===== config.mk =====
export PLATFORM = sky130hd
export DESIGN_NAME = fetch_queue_flat
export DESIGN_NICKNAME = d
export VERILOG_FILES = /design/src/rtl/fetch_queue_if.sv /design/src/rtl/fetch_queue.sv /design/src/flat_wrapper.sv
export SDC_FILE = /design/constraint.sdc
export NUM_CORES = 1
export LEC_CHECK = 0
export CORE_UTILIZATION = 35
export CTS_CLUSTER_DIAMETER = 200
export DETAILED_ROUTE_END_ITERATION = 6
export SLEW_MARGIN = 20
export SYNTH_ARGS = -nofsm -noshare
export SYNTH_HDL_FRONTEND = slang
export SYNTH_SLANG_ARGS = --single-unit

===== constraint.sdc =====
create_clock -name clk -period 7.1 [get_ports clk]
set_clock_uncertainty 0.2 [all_clocks]
set_input_delay 1.775 -clock clk [delete_from_list [all_inputs] [get_ports clk]]
set_output_delay 1.775 -clock clk [all_outputs]
set_load 0.02 [all_outputs]

===== src/rtl/fetch_queue_if.sv =====
// Decode-side handshake bundle for fetch_queue.
// master: the fetch queue, which presents the head entry.
// slave:  the decode stage, which accepts it with outReady.
interface fetch_queue_if;
  logic        outValid;
  logic        outReady;
  logic [31:0] outInst;
  logic [31:0] outPc;

  modport master (
    output outValid,
    output outInst,
    output outPc,
    input  outReady
  );

  modport slave (
    input  outValid,
    input  outInst,
    input  outPc,
    output outReady
  );
endinterface


===== src/rtl/fetch_queue.sv =====
// fetch_queue: instruction-fetch stage with a small PC/instruction FIFO.
// The fetch PC register drives the instruction memory read port directly.
// Each returned word is written into the queue together with its PC.
// Decode reads the head entry over a valid/ready handshake.
// Redirect flushes the queue and reloads the PC. Halt freezes fetch while
// the queue keeps draining.
// Head outputs are registered. A word fetched into an empty queue appears
// one cycle later, and no path runs from imemInst to the outputs.
// Optional feature: define FETCH_STALL_COUNT_EN to add the stallCount output.
// It counts the cycles in which fetch is blocked by decode backpressure.
module fetch_queue #(
  parameter logic [31:0] RESET_PC = 32'h0040_0000,
  parameter int          DEPTH    = 2
) (
  input  logic          clk,
  input  logic          reset_n,
  output logic [31:0]   imemPc,
  input  logic [31:0]   imemInst,
  input  logic          halt,
  input  logic          redirect,
  input  logic [31:0]   redirectTarget,
  fetch_queue_if.master deq,
  output logic          alignErr
`ifdef FETCH_STALL_COUNT_EN
  ,
  output logic [31:0]   stallCount
`endif
);

  localparam int PTR_W = (DEPTH > 1) ? $clog2(DEPTH) : 1;
  localparam int CNT_W = $clog2(DEPTH + 1);
  localparam logic [CNT_W-1:0] DEPTH_C  = CNT_W'(DEPTH);
  localparam logic [CNT_W-1:0] CNT_ZERO = CNT_W'(0);
  localparam logic [CNT_W-1:0] CNT_ONE  = CNT_W'(1);
  localparam logic [PTR_W-1:0] PTR_ZERO = PTR_W'(0);
  localparam logic [PTR_W-1:0] PTR_ONE  = PTR_W'(1);

  // Architectural state
  logic [31:0]      fetch_pc_q, fetch_pc_d;
  logic [CNT_W-1:0] count_q, count_d;
  logic [PTR_W-1:0] head_q, head_d;
  logic [PTR_W-1:0] tail_q, tail_d;
  logic [31:0]      mem_inst_q [DEPTH];
  logic [31:0]      mem_inst_d [DEPTH];
  logic [31:0]      mem_pc_q   [DEPTH];
  logic [31:0]      mem_pc_d   [DEPTH];

  // Registered outputs
  logic             out_valid_q, out_valid_d;
  logic [31:0]      out_inst_q, out_inst_d;
  logic [31:0]      out_pc_q, out_pc_d;
  logic             align_err_q, align_err_d;

  // Per-cycle handshake decisions
  logic             pop_s;
  logic             push_s;
  logic             full_s;

  // Decide pop/push for this cycle; the registered outValid means pop never
  // fires on an empty queue and outValid never depends on outReady.
  always_comb begin
    pop_s  = out_valid_q & deq.outReady;
    full_s = (count_q == DEPTH_C);
    push_s = ~halt & ~redirect & (~full_s | pop_s);
  end

  // Next-state for PC, pointers, count and storage; redirect overrides all.
  always_comb begin
    fetch_pc_d  = fetch_pc_q;
    count_d     = count_q;
    head_d      = head_q;
    tail_d      = tail_q;
    align_err_d = 1'b0;
    mem_inst_d  = mem_inst_q;
    mem_pc_d    = mem_pc_q;

    if (redirect) begin
      // The fetch in this cycle is dropped. A same-cycle pop still counts
      // as taken by decode, but the queue empties either way.
      count_d     = CNT_ZERO;
      head_d      = PTR_ZERO;
      tail_d      = PTR_ZERO;
      fetch_pc_d  = {redirectTarget[31:2], 2'b00};
      align_err_d = |redirectTarget[1:0];
    end else begin
      if (push_s) begin
        mem_inst_d[tail_q] = imemInst;
        mem_pc_d[tail_q]   = fetch_pc_q;
        tail_d             = tail_q + PTR_ONE;
        fetch_pc_d         = fetch_pc_q + 32'd4;  // wraps modulo 2^32
      end else begin
        tail_d     = tail_q;
        fetch_pc_d = fetch_pc_q;
      end

      if (pop_s) begin
        head_d = head_q + PTR_ONE;
      end else begin
        head_d = head_q;
      end

      case ({push_s, pop_s})
        2'b10:   count_d = count_q + CNT_ONE;
        2'b01:   count_d = count_q - CNT_ONE;
        default: count_d = count_q;
      endcase
    end
  end

  // Next head-entry outputs. Reading from the next-state storage keeps the
  // one-cycle fill latency. The old values are held while the queue is empty.
  always_comb begin
    out_valid_d = out_valid_q;
    out_inst_d  = out_inst_q;
    out_pc_d    = out_pc_q;
    if (count_d != CNT_ZERO) begin
      out_valid_d = 1'b1;
      out_inst_d  = mem_inst_d[head_d];
      out_pc_d    = mem_pc_d[head_d];
    end else begin
      out_valid_d = 1'b0;
      out_inst_d  = out_inst_q;
      out_pc_d    = out_pc_q;
    end
  end

  // Control and output registers.
  always_ff @(posedge clk or negedge reset_n) begin
    if (!reset_n) begin
      fetch_pc_q  <= RESET_PC;
      count_q     <= CNT_ZERO;
      head_q      <= PTR_ZERO;
      tail_q      <= PTR_ZERO;
      out_valid_q <= 1'b0;
      out_inst_q  <= 32'h0000_0000;
      out_pc_q    <= 32'h0000_0000;
      align_err_q <= 1'b0;
    end else begin
      fetch_pc_q  <= fetch_pc_d;
      count_q     <= count_d;
      head_q      <= head_d;
      tail_q      <= tail_d;
      out_valid_q <= out_valid_d;
      out_inst_q  <= out_inst_d;
      out_pc_q    <= out_pc_d;
      align_err_q <= align_err_d;
    end
  end

  // Queue storage, cleared on reset so the head outputs never show X.
  always_ff @(posedge clk or negedge reset_n) begin
    if (!reset_n) begin
      for (int i = 0; i < DEPTH; i++) begin
        mem_inst_q[i] <= 32'h0000_0000;
        mem_pc_q[i]   <= 32'h0000_0000;
      end
    end else begin
      for (int i = 0; i < DEPTH; i++) begin
        mem_inst_q[i] <= mem_inst_d[i];
        mem_pc_q[i]   <= mem_pc_d[i];
      end
    end
  end

`ifdef FETCH_STALL_COUNT_EN
  logic [31:0] stall_count_q, stall_count_d;

  // Count cycles where fetch wanted to run but the full queue was not popped.
  always_comb begin
    stall_count_d = stall_count_q;
    if (redirect) begin
      stall_count_d = 32'h0000_0000;
    end else if (~halt & full_s & ~pop_s) begin
      stall_count_d = stall_count_q + 32'd1;
    end else begin
      stall_count_d = stall_count_q;
    end
  end

  // Backpressure stall counter register.
  always_ff @(posedge clk or negedge reset_n) begin
    if (!reset_n) begin
      stall_count_q <= 32'h0000_0000;
    end else begin
      stall_count_q <= stall_count_d;
    end
  end

  assign stallCount = stall_count_q;
`endif

  assign imemPc       = fetch_pc_q;
  assign deq.outValid = out_valid_q;
  assign deq.outInst  = out_inst_q;
  assign deq.outPc    = out_pc_q;
  assign alignErr     = align_err_q;

endmodule


===== src/flat_wrapper.sv =====
// flat-port wrapper written by rule: the top's interface ports become plain ports
module fetch_queue_flat 
#(
  parameter logic [31:0] RESET_PC = 32'h0040_0000,
  parameter int          DEPTH    = 2
)
  (clk, reset_n, imemPc, imemInst, halt, redirect, redirectTarget, alignErr, deq_outValid, deq_outInst, deq_outPc, deq_outReady);
  fetch_queue_if deq_i ();
  input  logic clk;
  input  logic reset_n;
  output logic [31:0] imemPc;
  input  logic [31:0] imemInst;
  input  logic halt;
  input  logic redirect;
  input  logic [31:0] redirectTarget;
  output logic alignErr;
  output wire logic [$bits(deq_i.outValid)-1:0] deq_outValid;
  output wire logic [$bits(deq_i.outInst)-1:0] deq_outInst;
  output wire logic [$bits(deq_i.outPc)-1:0] deq_outPc;
  input wire logic [$bits(deq_i.outReady)-1:0] deq_outReady;
  assign deq_outValid = deq_i.outValid;
  assign deq_outInst = deq_i.outInst;
  assign deq_outPc = deq_i.outPc;
  assign deq_i.outReady = deq_outReady;
  fetch_queue #(.RESET_PC(RESET_PC), .DEPTH(DEPTH)) u_core (.clk(clk), .reset_n(reset_n), .imemPc(imemPc), .imemInst(imemInst), .halt(halt), .redirect(redirect), .redirectTarget(redirectTarget), .deq(deq_i), .alignErr(alignErr));
endmodule

==> results of run 1 <==
critical path, delay by kind of cell:
family	cells	cell delay (ns)
and+or+nand+nor	6	1.74
buffers and inverters	3	1.15
AOI/OAI and AO/OA	1	0.35
adders and majority gates	1	0.35
logic make-up (layout without fill, tap and decap cells):
group | after synthesis | count (layout) | synth area share [%]
multiplexers | 237 | 237 | 25.1
flip-flops | 228 | 228 | 54.9
AND/OR/NAND/NOR | 176 | 176 | 7.62
AO/OA/AOI/OAI | 113 | 113 | 6.04
buffers and inverters | 69 | 226 | 3.33
XOR/XNOR | 33 | 33 | 2.78
adder cells (fa/ha/maj) | 2 | 2 | 0.240
other | 1 | 2 | 0.0360
Yosys cell counts (2+ instances only):
master / n
o21ai_0: 70
buf_2: 24
buf_4: 9
xor2_1: 8
or3_1: 2
clkbuf_1: 23
xnor2_1: 25
nor3b_1: 3
and2_1: 5
nor3_1: 16
nand4_1: 4
o21ai_1: 27
mux2i_4: 2
nor2b_1: 2
nand3_1: 9
and3_1: 3
o31ai_1: 2
nand2b_1: 2
mux2i_1: 64
o2111ai_1: 3
buf_1: 2
and4_1: 4
nor4_1: 4
ha_1: 2
inv_1: 7
nor2_1: 14
buf_6: 3
a221o_1: 5
mux2_2: 171
dfrtp_1: 227
nand2_1: 106
cell type report:
type / instances / area, um2
Clock buffer: 43 / 796
Clock inverter: 1 / 5.00
Fill cell: 2702 / 15800
Inverter: 7 / 26.3
Multi-Input combinational cell: 563 / 4380
Sequential cell: 228 / 5710
Tap cell: 384 / 480
Timing Repair Buffer: 175 / 1720
report_power, final:
part	internal [W]	switching [W]
Combinational	0.000793	0.000693
Sequential	0.00175	0.000256
Clock	0.000754	0.000515
worst paths after layout:
path	from	to	slack, ns	depth (start not counted)
min	u_core.deq.outInst[26]$_DFFE_PN0P_	u_core.deq.outInst[26]$_DFFE_PN0P_	0.28	2
max	deq_outReady	u_core.deq.outInst[30]$_DFFE_PN0P_	1.91	11
min reg2reg	u_core.deq.outInst[26]$_DFFE_PN0P_	u_core.deq.outInst[26]$_DFFE_PN0P_	0.28	2
max in group asynchronous	reset_n	u_core.mem_pc_q[58]$_DFF_PN0_	4.18	2
max reg2reg	u_core.deq.outValid$_DFF_PN0_	u_core.deq.outInst[30]$_DFFE_PN0P_	3.26	10
min in group asynchronous	reset_n	u_core.mem_inst_q[52]$_DFF_PN0_	1.11	1
per-stage QoR:
stage | setup slack [ns] | std cells
after floorplan | 2.71 | 860
after global placement | 1.38 | 1357
after detailed placement | 1.33 | 1357
after CTS | 1.88 | 1401
after global routing | 1.57 | 1401
final | 1.91 | 1401
sequential cells by signal, summed over array words and instances (netlist names):
signal,count
u_core.tail_q,1
u_core.mem_pc_q,64
u_core.deq.outInst,32
u_core.alignErr,1
u_core.count_q,2
u_core.head_q,1
u_core.mem_inst_q,64
u_core.deq.outValid,1
u_core.imemPc,30
u_core.deq.outPc,32
routing by layer:
layer | vias to the layer above | global-route usage, % | share of wire, %
li1 | 3293 | - | -
met4 | 0 | 3.40 | 1.5
met5 | - | 0 | 0
met2 | 190 | 24.0 | 43
met1 | 3397 | 23.3 | 49
met3 | 28 | 3.35 | 6.2
placed cells by master (no fill, tap or decap), types with 2 or more instances in the layout:
| master | Yosys | final |
|---|---|---|
| clkbuf_16 | 0 | 27 |
| clkdlybuf4s50_1 | 0 | 162 |
| nand3_1 | 9 | 9 |
| mux2i_1 | 64 | 64 |
| mux2_2 | 171 | 171 |
| clkbuf_8 | 0 | 6 |
| nor3_1 | 16 | 16 |
| nor3b_1 | 3 | 3 |
| nand4_1 | 4 | 4 |
| and3_1 | 3 | 3 |
| nand2b_1 | 2 | 2 |
| o21ai_1 | 27 | 27 |
| and2_1 | 5 | 5 |
| nor2b_1 | 2 | 2 |
| dfrtp_1 | 227 | 227 |
| xor2_1 | 8 | 8 |
| nand2_1 | 106 | 106 |
| a221o_1 | 5 | 5 |
| xnor2_1 | 25 | 25 |
| o2111ai_1 | 3 | 3 |
| o31ai_1 | 2 | 2 |
| nor4_1 | 4 | 4 |
| buf_4 | 9 | 11 |
| inv_1 | 7 | 7 |
| and4_1 | 4 | 4 |
| conb_1 | 1 | 2 |
| o21ai_0 | 70 | 70 |
| mux2i_4 | 2 | 2 |
| clkbuf_1 | 23 | 10 |
| ha_1 | 2 | 2 |
| nor2_1 | 14 | 14 |
==> results.py, run 1 <==
metrics = {
    "routing": {
        "drcViolationCount": 0,
        "viasPerCell": 4.93,
        "drt-initial-drc-count": 326,
        "routed_wl_um": 23900,
        "ant_nets": 0,
        "drtPass1Iterations": 4,
        "vias": 6908,
        "wire_per_inst_um": 17.0,
    },
    "layout": {
        "design_area_mm2": 0.0131,
        "final_net_count": 1072,
        "diodes": 0,
        "utilization_pct": 45.3,
        "area_growth_pct": 26.0,
        "drive_gt1_share_pct": 22.2,
    },
    "place": {
        "placed_area_mm2": 0.0123,
        "io_buffer_count": 164,
        "dpl.hpwl_um": 14500,
        "gp_congestion": 0.722,
    },
    "clock_tree": {
        "ctsResizeCount": 0,
        "cts_num_sinks": 228,
        "htreeDepth": 1,
        "clk_pin_slew_ns": 0.06,
        "cts_inserted_buffers": 26,
        "clockBufferDepth": 3,
        "cts-root-buf": "clkbuf_16",
        "cts_hold_buf": 0,
        "worstSkewPairLatency_ns": 0.52,
        "cts_tree": "yes",
        "postCtsSetupRepairBufs": 0,
    },
    "yosys": {
        "synthCells": 859,
        "yosysWarnings": 0,
        "ys_seq_area_share_pct": 54.9,
        "ys_async_sr_fraction_pct": 100,
        "netlist-cell-type-count": 42,
        "synthTopCellsByArea": "dfrtp_1 55%, mux2_2 19%, mux2i_1 6.2%, nand2_1 3.8%, o21ai_0 3.4%",
        "netlist.area_leader.share_pct": 54.6,
        "syn_area_mm2": 0.0104,
        "synth_edf_count": 0,
        "synth_top_cell_by_area": "dfrtp_1",
        "syn_avg_cell_area_um2": 12.1,
        "synthFlopType": "dfrtp_1",
        "synth_seq_cells": 228,
    },
    "floorplanning": {
        "die_area_mm2": 0.0304,
        "core_mm2": 0.0289,
        "die_h_um": 174,
        "initial_core_util_pct": 36.0,
        "rows": 62,
        "die_w_um": 174,
        "floorplan.io_pins": 167,
    },
    "power_and_ir_drop": {
        "p_total_w": 0.00476,
        "powerDensity_mw_per_mm2": 363,
        "power_leakage_nw": 5.49,
        "ir_drop_uv": 171,
    },
    "critical_path": {
        "slowest_stage": "or3_4",
        "critical_path_arrival_ns": 5.39,
        "crit_fanout": 80,
        "cp-start-kind": "input port",
        "worst_path_most_repeated_cell": "nand3_1",
        "cp.required_ns": 7.30,
        "crit_path_end_kind": "flop",
        "crit_chain": "clkdlybuf4s50_1 -> and2_1 -> o21ba_2 -> nand2b_1 -> ha_1 -> nor3b_1 -> or3_4 -> buf_4 -> inv_1 -> nand3_1 -> nand3_1",
        "max_stage_delay_ns": 0.71,
        "critical_path_class": "input port to flop",
    },
    "outcome": {
        "status": "finished, final reports clean",
    },
    "flow_run": {
        "drv_cap": 0,
    },
    "sta": {
        "drv_slew": 0,
        "slew_headroom_pct": 29.9,
        "hold_violations": 0,
        "worst_slew_pin_slew_ns": 1.05,
        "fin_hold_ws_ns": 0.279,
        "rsz0062_at_grt": "false",
        "finalCritPeriodShare_pct": 73.0,
        "setup_viol": 0,
        "tns_ns": 0,
        "min_period_ns": 5.19,
        "max_freq_mhz": 193,
    },
    "grt": {
        "antenna_found_initial": 1,
        "grt_pass1_vias": 7014,
        "grt_pass1_wl_um": 38800,
        "grt_start_max_net_pins": 109,
        "globalRouteOverflowTotal": 0,
        "track_usage_pct": 15.9,
    },
    "worst_hold_path": {
        "worstHoldPathType": "flop to flop",
    },
}
(Power assumes the default switching activity.)
==> inputs of run 2 (changes only) <==
==> constraint.sdc (replaced) <==
create_clock -name clk -period 4.89 [get_ports clk]
set_clock_uncertainty 0.2 [all_clocks]
set_input_delay 1.2225 -clock clk [delete_from_list [all_inputs] [get_ports clk]]
set_output_delay 1.2225 -clock clk [all_outputs]
set_load 0.02 [all_outputs]
==> results.py, run 2 (same netlist as run 1, synthesis figures left out) <==
metrics = {
    "outcome": {
        "status": "finished, final reports clean",
    },
    "worst_hold_path": {
        "min_path_cells": 2,
        "holdPathEnd": "u_core.deq.outInst[0]$_DFFE_PN0P_",
        "hold_start": "u_core.deq.outInst[0]$_DFFE_PN0P_",
        "worstHoldPathType": "flop to flop",
    },
    "power_and_ir_drop": {
        "ir_drop_uv": 254,
        "p_total_w": 0.00709,
        "power_leakage_nw": 5.60,
        "powerDensity_mw_per_mm2": 532,
    },
    "sta": {
        "fin_ws_ns": 1.13,
        "drv_slew": 0,
        "finalCritPeriodShare_pct": 76.9,
        "setup_viol": 0,
        "hold_violations": 0,
        "min_period_ns": 3.76,
        "slew_headroom_pct": 52.2,
        "tns_ns": 0,
        "worst_slew_pin_slew_ns": 0.713,
        "max_freq_mhz": 266,
        "fin_hold_ws_ns": 0.279,
        "rsz0062_at_grt": "false",
    },
    "layout": {
        "area_growth_pct": 28.0,
        "drive_gt1_share_pct": 23.5,
        "final_common_cell": "dfrtp_1",
        "final_net_count": 1076,
        "biggestRegsByFlops": "u_core.mem_inst_q: 64 flops, u_core.mem_pc_q: 64 flops",
        "most-common-layout-cells": "227 x dfrtp_1, 171 x mux2_2, 162 x clkdlybuf4s50_1, 106 x nand2_1, 70 x o21ai_0",
        "diodes": 0,
    },
    "grt": {
        "grt_pass1_wl_um": 39400,
        "track_usage_pct": 16.1,
        "grt_start_max_net_pins": 89,
        "grt_pass1_vias": 7140,
        "antenna_found_initial": 0,
        "globalRouteOverflowTotal": 0,
    },
    "critical_path": {
        "r2r_start": "u_core.count_q[0]$_DFF_PN0_",
        "r2r_slack_ns": 1.64,
        "crit_path_end_kind": "flop",
        "crit_fanout": 74,
        "cp.required_ns": 5.09,
        "critical_path_class": "input port to flop",
        "critical_path_arrival_ns": 3.96,
        "rr_worst_depth": 10,
        "r2r-end": "u_core.deq.outInst[30]$_DFFE_PN0P_",
        "cp-start-kind": "input port",
    },
    "place": {
        "dp_slack_ns": 0.592,
        "gp_congestion": 0.749,
        "io_buffer_count": 164,
        "dpl.hpwl_um": 15000,
    },
    "clock_tree": {
        "cts_hold_buf": 0,
        "cts_num_sinks": 228,
        "ctsResizeCount": 0,
        "postCtsSetupRepairBufs": 0,
        "cts_inserted_buffers": 26,
        "cts_tree": "yes",
        "worstSkewPairLatency_ns": 0.52,
        "cts-root-buf": "clkbuf_16",
        "clockBufferDepth": 3,
        "htreeDepth": 1,
        "clk_pin_slew_ns": 0.06,
    },
    "routing": {
        "vias": 6862,
        "wl_met1_um": 11800,
        "viasPerCell": 4.87,
        "ant_nets": 0,
        "drt-initial-drc-count": 247,
        "routed-wl-met3_um": 1180,
        "drtPass1Iterations": 4,
        "drcViolationCount": 0,
        "routed_wl_um": 24000,
        "met2_length_um": 10700,
        "topRoutingLayerUsed": "met4",
        "wire_per_inst_um": 17.0,
    },
    "floorplanning": {
        "floorplan.io_pins": 167,
        "die_h_um": 174,
        "initial_core_util_pct": 36.0,
        "rows": 62,
        "die_w_um": 174,
        "core_mm2": 0.0289,
        "die_area_mm2": 0.0304,
    },
    "flow_run": {
        "drv_cap": 0,
    },
}
## run 2: power breakdown
| group | leakage, nW | switching [W] | internal [W] |
|---|---|---|---|
| Sequential | 2.80 | 0.000371 | 0.00254 |
| Clock | 0.447 | 0.000773 | 0.00122 |
| Combinational | 2.35 | 0.00102 | 0.00117 |
## run 2: metal layers
| metal | vias to the layer above | track usage [%] |
|---|---|---|
| li1 | 3307 | - |
| met4 | 0 | 3.22 |
| met5 | - | 0 |
| met1 | 3378 | 23.0 |
| met2 | 152 | 25.1 |
| met3 | 25 | 3.35 |
## run 2: critical path, cell delays in order
cell	delay (ns)
clkdlybuf4s50_1	0.45
and2_1	0.23
o21ba_2	0.31
nand2b_1	0.09
ha_1	0.34
nor3b_1	0.23
or3_4	0.43
buf_12	0.31
inv_1	0.13
nand3_1	0.11
nand3_1	0.08
## run 2: stage by stage
step / std cells / area (um2) / util (%)
after floorplan: 860 / 10400 / -
after global placement: 1361 / 12400 / 42.9
after detailed placement: 1361 / 12400 / 42.9
after CTS: 1409 / 13300 / 46.0
after global routing: 1409 / 13300 / 46.0
final: 1409 / 13300 / 46.0
## run 2: cell type report
type	instances	area, um2
clock buffer	37	783
inverter	7	26.3
multi-input combinational	563	4380
sequential	228	5710
tap	384	480
clock inverter	11	115
fill	2670	15600
timing repair buffer	179	1830
## run 2: how the worst max path moves through the flow
| stage | start | end | slack, ns | depth (start not counted) |
|---|---|---|---|---|
| finish | deq_outReady | u_core.deq.outInst[30]$_DFFE_PN0P_ | 1.13 | 11 |
| global route | deq_outReady | u_core.deq.outInst[30]$_DFFE_PN0P_ | 0.90 | 11 |
| CTS | deq_outReady | u_core.deq.outInst[30]$_DFFE_PN0P_ | 1.13 | 11 |
| detailed placement | deq_outReady | u_core.deq.outInst[30]$_DFFE_PN0P_ | 0.59 | 11 |
| global placement | deq_outReady | u_core.deq.outInst[30]$_DFFE_PN0P_ | 0.68 | 11 |
| floorplan | deq_outReady | u_core.deq.outPc[20]$_DFFE_PN0P_ | 1.05 | 12 |
==> inputs of run 3 (changes only) <==
==> constraint.sdc (replaced) <==
create_clock -name clk -period 3.6 [get_ports clk]
set_clock_uncertainty 0.2 [all_clocks]
set_input_delay 0.9 -clock clk [delete_from_list [all_inputs] [get_ports clk]]
set_output_delay 0.9 -clock clk [all_outputs]
set_load 0.02 [all_outputs]
==> results.py, run 3 (same netlist as run 1, synthesis figures left out) <==
metrics = {
    "clock_tree": {
        "cts-root-buf": "clkbuf_16",
        "htreeDepth": 1,
        "worstSkewPairLatency_ns": 0.52,
        "clockBufferDepth": 3,
        "cts_hold_buf": 0,
        "postCtsSetupRepairBufs": 0,
        "cts_inserted_buffers": 26,
        "cts_tree": "yes",
        "clk_pin_slew_ns": 0.06,
        "cts_num_sinks": 228,
        "ctsResizeCount": 0,
    },
    "grt": {
        "grt_start_max_net_pins": 83,
        "track_usage_pct": 16.1,
        "antenna_found_initial": 1,
        "grt_pass1_vias": 7099,
        "grt_pass1_wl_um": 39300,
        "globalRouteOverflowTotal": 0,
    },
    "critical_path": {
        "critical_path_arrival_ns": 3.22,
        "crit_chain": "clkdlybuf4s50_1 -> and2_1 -> o21ba_2 -> nand2b_1 -> ha_1 -> nor3b_1 -> or3_4 -> buf_12 -> a221o_1",
        "cp.required_ns": 3.80,
        "cp-start-kind": "input port",
        "crit_path_end_kind": "flop",
        "crit_fanout": 22,
        "critical_path_class": "input port to flop",
        "path_buf_inv": 2,
        "slowest_stage": "clkdlybuf4s50_1",
        "max_stage_delay_ns": 0.46,
        "path_delay_family": "simple AND/OR/NAND/NOR gates",
    },
    "power_and_ir_drop": {
        "power_leakage_nw": 5.65,
        "powerDensity_mw_per_mm2": 717,
        "ir_drop_uv": 279,
        "p_total_w": 0.00964,
    },
    "layout": {
        "diodes": 0,
        "multi_input_area_mm2": 0.00438,
        "final_common_cell": "dfrtp_1",
        "fillers": 2656,
        "biggestRegsByFlops": "u_core.mem_inst_q: 64 flops, u_core.mem_pc_q: 64 flops",
        "area_growth_pct": 29.2,
        "drive_gt1_share_pct": 23.9,
        "seqCellArea_mm2": 0.00571,
        "design_area_mm2": 0.0134,
        "final_net_count": 1087,
        "most-common-layout-cells": "227 x dfrtp_1, 171 x mux2_2, 162 x clkdlybuf4s50_1, 106 x nand2_1, 70 x o21ai_0",
    },
    "sta": {
        "hold_violations": 0,
        "slew_headroom_pct": 56.6,
        "min_period_ns": 3.02,
        "drv_slew": 0,
        "finalCritPeriodShare_pct": 83.9,
        "max_freq_mhz": 331,
        "tns_ns": 0,
        "setup_viol": 0,
        "rsz0062_at_grt": "false",
        "worst_slew_pin_slew_ns": 0.650,
    },
    "routing": {
        "drt-initial-drc-count": 370,
        "drcViolationCount": 0,
        "drtPass1Iterations": 4,
        "routed_wl_um": 24300,
        "ant_nets": 0,
        "wire_per_inst_um": 17.1,
        "viasPerCell": 4.90,
        "vias": 6944,
    },
    "floorplanning": {
        "core_mm2": 0.0289,
        "die_h_um": 174,
        "rows": 62,
        "die_w_um": 174,
        "die_area_mm2": 0.0304,
        "initial_core_util_pct": 36.0,
        "floorplan.io_pins": 167,
    },
    "place": {
        "dpl.hpwl_um": 15400,
        "placed_area_mm2": 0.0126,
        "io_buffer_count": 164,
        "gp_congestion": 0.711,
    },
    "outcome": {
        "status": "finished, final reports clean",
    },
    "flow_run": {
        "drv_cap": 0,
    },
    "worst_hold_path": {
        "worstHoldPathType": "input port to async pin",
    },
}
run 3: cell count changes in the layout (fill, tap and decap cells not counted), sizes merged:
cell,change
clkbuf,+2
clkinvlp,+1
buf,+11
clkinv,-5
run 3: worst paths after layout:
path / start / endpoint / slack, ns / cells after the start
worst min-delay path: reset_n / u_core.deq.outInst[20]$_DFFE_PN0P_ / 0.16 / 1
worst min register to register: u_core.deq.outInst[31]$_DFFE_PN0P_ / u_core.deq.outInst[31]$_DFFE_PN0P_ / 0.28 / 2
worst max register to register: u_core.count_q[0]$_DFF_PN0_ / u_core.deq.outPc[30]$_DFFE_PN0P_ / 0.80 / 9
worst max-delay path: deq_outReady / u_core.deq.outPc[30]$_DFFE_PN0P_ / 0.58 / 9
min in group clk: u_core.deq.outInst[31]$_DFFE_PN0P_ / u_core.deq.outInst[31]$_DFFE_PN0P_ / 0.28 / 2
max in group asynchronous: reset_n / u_core.head_q$_DFF_PN0_ / 2.28 / 2
run 3: worst register-to-register path: cells and delay by family, from the launching register on:
kind,cells,cell delay [ns]
AND/OR/NAND/NOR,4,0.90
AO/OA/AOI/OAI,2,0.65
flip-flops,1,0.43
adder cells (fa/ha/maj),1,0.19
buffers and inverters,1,0.18
XOR/XNOR,1,0.13
run 3: per-stage QoR:
step           worst slack, ns  std cells  hold WS, ns  utilization, %
6_report                 0.580       1418        0.156            46.4
5_1_grt                  0.479       1418        0.221            46.4
4_1_cts                  0.591       1418        0.193            46.4
3_5_place_dp            0.0489       1372        0.271            43.4
3_3_place_gp            0.0766       1372        0.261            43.4
2_1_floorplan           0.0825        860        0.249               -
run 3: metal layers:
metal  vias to the layer above  GRT usage, %  wire length (um)
met5                         -             0                 0
met2                       167          25.5             11000
met1                      3435          22.6             11600
met4                         0          3.07               265
li1                       3319             -                 -
met3                        23          3.52              1340
run 3: area by class of cell:
cell class / count / share of cell area [%]
flip-flops and latches: 228 / 42.5
multi-input cells: 563 / 32.6
repair buffers: 190 / 14.7
clock buffers: 39 / 5.81
well taps: 384 / 3.58
clock inverters: 7 / 0.698
inverters: 7 / 0.196
run 3: where the power goes:
part,switching [W],internal [W]
clock network,0.00102,0.00163
logic,0.00138,0.00163
registers,0.000522,0.00345
